$ cat config.mk
export PLATFORM = sky130hd
export DESIGN_NAME = regfile_32x64
export DESIGN_NICKNAME = d
export VERILOG_FILES = /design/src/rtl/regfile_32x64.sv
export SDC_FILE = /design/constraint.sdc
export NUM_CORES = 2
export LEC_CHECK = 0
export CORE_MARGIN = 5
export CORE_UTILIZATION = 63
export CTS_CLUSTER_SIZE = 16
export DETAILED_ROUTE_END_ITERATION = 6
export HOLD_SLACK_MARGIN = 0.15
export PLACE_DENSITY_LB_ADDON = 0.15
export SKIP_CTS_REPAIR_TIMING = 1
export SYNTH_ARGS = -nofsm -noshare
export SYNTH_HDL_FRONTEND = slang
export SYNTH_SLANG_ARGS = --single-unit
$ cat constraint.sdc
create_clock -name clk -period 3.4 [get_ports clk]
set_clock_uncertainty 0.2 [all_clocks]
set_input_delay 0.68 -clock clk [delete_from_list [all_inputs] [get_ports clk]]
set_output_delay 0.68 -clock clk [all_outputs]
set_load 0.01 [all_outputs]
$ cat src/rtl/regfile_32x64.sv
// 32 x 64-bit register file: one synchronous write port, two combinational read ports.
// Optional build macro REGFILE_XZR_EN turns the top entry into a hardwired zero register.
module regfile_32x64 #(
  parameter int DATA_WIDTH = 64,
  parameter int ADDR_WIDTH = 5
) (
  input  logic                  clk,
  input  logic                  rst_n,
  input  logic                  write,
  input  logic [ADDR_WIDTH-1:0] wrAddr,
  input  logic [DATA_WIDTH-1:0] wrData,
  input  logic [ADDR_WIDTH-1:0] rdAddrA,
  input  logic [ADDR_WIDTH-1:0] rdAddrB,
  output logic [DATA_WIDTH-1:0] rdDataA,
  output logic [DATA_WIDTH-1:0] rdDataB
);

  localparam int DEPTH = 2 ** ADDR_WIDTH;

`ifdef REGFILE_XZR_EN
  localparam bit XZR_EN = 1'b1;
`else
  localparam bit XZR_EN = 1'b0;
`endif

  // Flops rather than inferred RAM: every entry must clear on reset and both reads are combinational.
  logic [DATA_WIDTH-1:0] regVal [DEPTH];

  generate
    for (genvar gi = 0; gi < DEPTH; gi++) begin : gReg
      if (XZR_EN && (gi == DEPTH - 1)) begin : gZero
        assign regVal[gi] = '0;
      end else begin : gStore
        logic [DATA_WIDTH-1:0] dataReg;

        always_ff @(posedge clk or negedge rst_n) begin
          if (!rst_n) begin
            dataReg <= '0;
          end else if (write && (wrAddr == ADDR_WIDTH'(gi))) begin
            dataReg <= wrData;
          end
        end

        assign regVal[gi] = dataReg;
      end
    end
  endgenerate

  // No write-to-read bypass: a same-cycle write becomes visible only after the edge.
  assign rdDataA = regVal[rdAddrA];
  assign rdDataB = regVal[rdAddrB];

endmodule

# Yosys cells after proc, flatten, opt, wreduce, memory -nomap -nowiden
# Cells that the tools add are included.
totals:
  reg_bits: 2048
  input_bits: 82
  elab_cells: 106
op_classes:
  order_cmp: 2
  eq_ne: 31
  mux: 6
  n_bitwise: 2
  reduce_logical: 33
op_table:
  columns: ["op", "count"]
  rows:
  - ["binary-select mux 64 bit (select 5 bit)", 2]
  - ["two-way mux 64 bit", 4]
  - ["equality test 5 bit, second input constant", 16]
  - ["equality test 5 x 4 -> 1 bit, second input constant", 8]
  - ["logical AND 1 bit", 32]
  - ["equality test 5 x 3 -> 1 bit, second input constant", 4]
  - [">= comparator 6 bit, second input constant", 2]
  - ["inverter 5 -> 6 bit", 2]
  - ["equality test 5 x 2 -> 1 bit, second input constant", 2]
  - ["equality test 5 x 1 -> 1 bit, second input constant", 1]
  - ["zero test 5 bit", 1]

# Longest topological paths before layout
logic_depth:
  ltp_word: 4
  mapped_depth: 8
  mapped_depth_nobuf: 4

# Worst setup path before layout
# OpenSTA, ideal clock, no wires.
synth_path:
  path_kind: "input port to output port"
  start: "in rdAddrA[0]"
  end: "out rdDataA[55]"
  arrival_time_ns: 2.267
  t_required_ns: 2.520
  setup_slack_ns: 0.253
  path_stages: 8
  path_buffers: 4
  cell_sequence: "buf_2 -> buf_2 -> buf_6 -> or3b_2 -> clkbuf_1 -> o221ai_1 -> a21oi_1 -> a211oi_1"
synth_between:
  elab_chain_len: 4
synth_rtl:
  columns: ["element", "line_no", "source"]
  rows:
  - ["start, declared", "12", "input logic [ADDR_WIDTH-1:0] rdAddrA,"]
  - ["inverter 5 -> 6 bit (not written as such)", "50", "assign rdDataA = regVal[rdAddrA];"]
  - ["binary-select mux 64 bit (select 5 bit)", "50", null]
  - ["two-way mux 64 bit (not written as such) (2 in a row)", "50", null]
  - ["end, declared", "14", "output logic [DATA_WIDTH-1:0] rdDataA,"]
# No other way between the ends. The select of a mux whose other input is x is not followed.

# Worst setup path in the final report
layout_path:
  start: "in rdAddrB[0]"
  end: "out rdDataB[25]"
layout_between:
  elab_chain_len: 4
layout_rtl:
  columns: ["element", "line_no", "source"]
  rows:
  - ["start, declared", "13", "input logic [ADDR_WIDTH-1:0] rdAddrB,"]
  - ["inverter 5 -> 6 bit (not written as such)", "51", "assign rdDataB = regVal[rdAddrB];"]
  - ["binary-select mux 64 bit (select 5 bit)", "51", null]
  - ["two-way mux 64 bit (not written as such) (2 in a row)", "51", null]
  - ["end, declared", "15", "output logic [DATA_WIDTH-1:0] rdDataB"]
# No other way between the ends. The select of a mux whose other input is x is not followed.

==> out/qor.csv <==
metric,value,unit
run_status,finished with violations,
violations,setup timing,
leakage,57.9,nW
vdd_drop_max,0.488,mV
io_buffers,209,
wirelength,395000,um
cts_max_level,4,
die_x,421,um
netlist_top_cells_area,"dfrtp_1 (48%), mux2_2 (21%), mux4_2 (20%)",
grt_antenna_before_repair,21,
synthArstFlopShare,100,%
crit_family,buffers and inverters,
crit_cells,11,
grt-ovfl-total,0,
syn_inst,6775,
final_area,132000,sq um
crit_path_top_delay_cell,nor4_4,
path_buf_inv,8,
reg.largest.list,gReg.gStore.dataReg: 2048 flops,
ant_nets,0,
instances_no_fill,9976,
critPathLaunchType,input port,
hold_viol,0,
syn_nets,6857,
ioPinCount,210,
endpoint_kind,primary output,
yosysTopAreaCellShare,48.3,%
synthesis.area,106000,sq um
die-height,421,um
yosysUniqueCellTypes,42,
power_density,568,nW/um^2
fmax,0.279,GHz
dpl.cell_count,9283,
tritoncts,done,
drt-pass1-iter-count,6,
clock_sinks,2048,
clkLatencyLatePin,860,ps
top_register,gReg.gStore.dataReg,
setup-violations-final,72,
grtUsageTotal,42.3,%
busiest_layer,met2,
cts_root_buf,clkbuf_16,
core_area,167000,sq um
post-route-period-util,105,%
ys_ff_latch,2048,
required,2520,ps
use_met2,61.8,%
placed_area,118000,sq um
finalWorstPathRequiredPeriod,3580,ps
rsz0062_at_grt,yes,
cp_cell_sequence,"buf_16, buf_16, buf_12, buf_16, buf_8, clkbuf_16, mux4_2, o22ai_2, nor4_4, buf_4, buf_2",
worst_path_most_repeated_cell,buf_16,
final_core_util,79.0,%
worst_pin_slew,1210,ps
multi_input_area,54400,sq um
slew_headroom,19.4,%
dp_hpwl,244000,um
initial_core_util,63.4,%
worst_hold_path_type,in2async,
grtUsageMet1,56.6,%
drive_above_1_share,63.8,%
maxCapViolations,0,
place_congestion,0.943,
path_class,in2out,
synth_flop_cell,dfrtp_1,
hold_slack,214,ps
drc_errors,0,
rr_worst_depth,2,
finalNetCount,7656,
regArea,51200,sq um
synth-warning-count,0,
fillers,8714,
synth_area_per_cell,15.7,sq um
largest_reg_flops,2048,
critPathMaxFanout,7,
grtUsageMet3,12.8,%
slowest_delay,360,ps
dieArea,177000,sq um
num_vias,76700,
syn_to_final_growth,24.5,%
avgViaCountPerCell,7.69,
clockBufferDepth,3,
finalMaxSlewViolations,0,
synth_top_area_cell,dfrtp_1,
path_clk_slew,60,ps
fin_ws,-183,ps
cp.arrival,2700,ps
drt_iter0_drc,10600,
grt_pass1_vias,76300,
grt_pass1_wl,539000,um
synth-seq-area-share,48.3,%
wire_per_inst,39.6,um
numCtsBuffers,213,
grt_max_degree,104,
synth_edf_count,0,
core.rowCount,150,
[cell usage after synthesis (all sizes together), types with 12 or more instances]
cell    number
a22o        22
mux2i      130
mux4       964
dfrtp     2048
nor2        30
nor2b       17
a22oi       73
mux2      2052
buf        416
clkbuf     331
o22ai      388
nor3        42
nor4        63
o221ai      12
nand2       20
a21oi       18
a211oi      60
[layout make-up]
type	count	area share [%]
timing repair buffer	1331	12.4
tap	2204	2.09
clock inverter	79	0.762
multi-input combinational	3979	41.1
sequential	2048	38.8
antenna	19	0.0360
inverter	1	0.00284
clock buffer	315	4.76
[metal layers]
metal  up-vias  part of all wire [%]
met5         -                 0.012
met4         8                   8.6
met3      1809                    13
met2      6250                    44
met1     40300                    34
li1      28400                     -
[cells by family (layout without fill, tap and decap cells)]
logic type	Yosys count	after routing	synth area share, %
AO/OA/AOI/OAI	591	591	3.74
buffers and inverters	748	1726	3.19
flip-flops	2048	2048	48.3
multiplexers	3146	3146	43.4
other	0	19	0
AND/OR/NAND/NOR	242	242	1.38
[placed cells by master (no fill, tap or decap), types with 10 or more instances in the layout]
| cell | Yosys | layout |
|---|---|---|
| dfrtp_1 | 2048 | 2048 |
| mux2_2 | 2014 | 2011 |
| mux4_2 | 964 | 964 |
| buf_4 | 29 | 619 |
| buf_12 | 0 | 311 |
| clkbuf_16 | 0 | 264 |
| o22ai_1 | 388 | 230 |
| o22ai_2 | 0 | 134 |
| mux2i_1 | 130 | 125 |
| buf_6 | 1 | 110 |
| clkdlybuf4s50_1 | 0 | 70 |
| dlymetal6s2s_1 | 0 | 60 |
| a22oi_1 | 73 | 52 |
| clkbuf_1 | 331 | 52 |
| clkinv_2 | 0 | 48 |
| clkbuf_8 | 0 | 43 |
| mux2_1 | 38 | 38 |
| buf_16 | 0 | 38 |
| nor4_2 | 0 | 37 |
| a211oi_2 | 0 | 35 |
| buf_8 | 0 | 34 |
| clkbuf_2 | 0 | 25 |
| o22ai_4 | 0 | 24 |
| a22o_1 | 22 | 22 |
| a22oi_2 | 0 | 21 |
| bufinv_16 | 0 | 21 |
| diode_2 | 0 | 19 |
| buf_2 | 366 | 18 |
| a211oi_4 | 0 | 17 |
| nor3_2 | 3 | 17 |
| nor4_4 | 2 | 17 |
| nor2_4 | 0 | 15 |
| nand2_4 | 0 | 13 |
| nor3_4 | 1 | 13 |
| a21oi_1 | 18 | 12 |
| nor3_1 | 38 | 12 |
| nor2_1 | 19 | 12 |
| o221a_2 | 10 | 10 |
[report_power, final]
part | switching, mW | internal [mW] | leakage, nW
Combinational | 7.16 | 10.2 | 28.1
Sequential | 3.85 | 29.2 | 26.2
Clock | 10.3 | 14.4 | 3.63
Total | 21.3 | 53.8 | 57.9
[metrics by stage]
| step | total power [mW] | worst slack (ps) | setup TNS [ps] |
|---|---|---|---|
| 2_1_floorplan | 42.5 | 253 | 0 |
| 4_1_cts | 73.0 | -1230 | -85260 |
| 3_3_place_gp | 47.8 | -1260 | -81720 |
| 5_1_grt | 77.3 | -232 | -4590 |
| 3_5_place_dp | 48.6 | -1230 | -82750 |
| 6_report | 75.1 | -183 | -3980 |
[path summary, 6_finish.rpt]
path                                              from                     endpoint  slack, ps
setup / recovery                            rdAddrB[0]                  rdDataB[25]       -180
hold / removal                                   rst_n  gReg[11].gStore.dataReg[60]        210
setup reg to reg           gReg[13].gStore.dataReg[12]  gReg[13].gStore.dataReg[12]       2230
hold reg to reg            gReg[12].gStore.dataReg[36]  gReg[12].gStore.dataReg[36]        310
max in group asynchronous                        rst_n   gReg[8].gStore.dataReg[11]       1490
min in group clk           gReg[12].gStore.dataReg[36]  gReg[12].gStore.dataReg[36]        310
(Power assumes the default switching activity.)
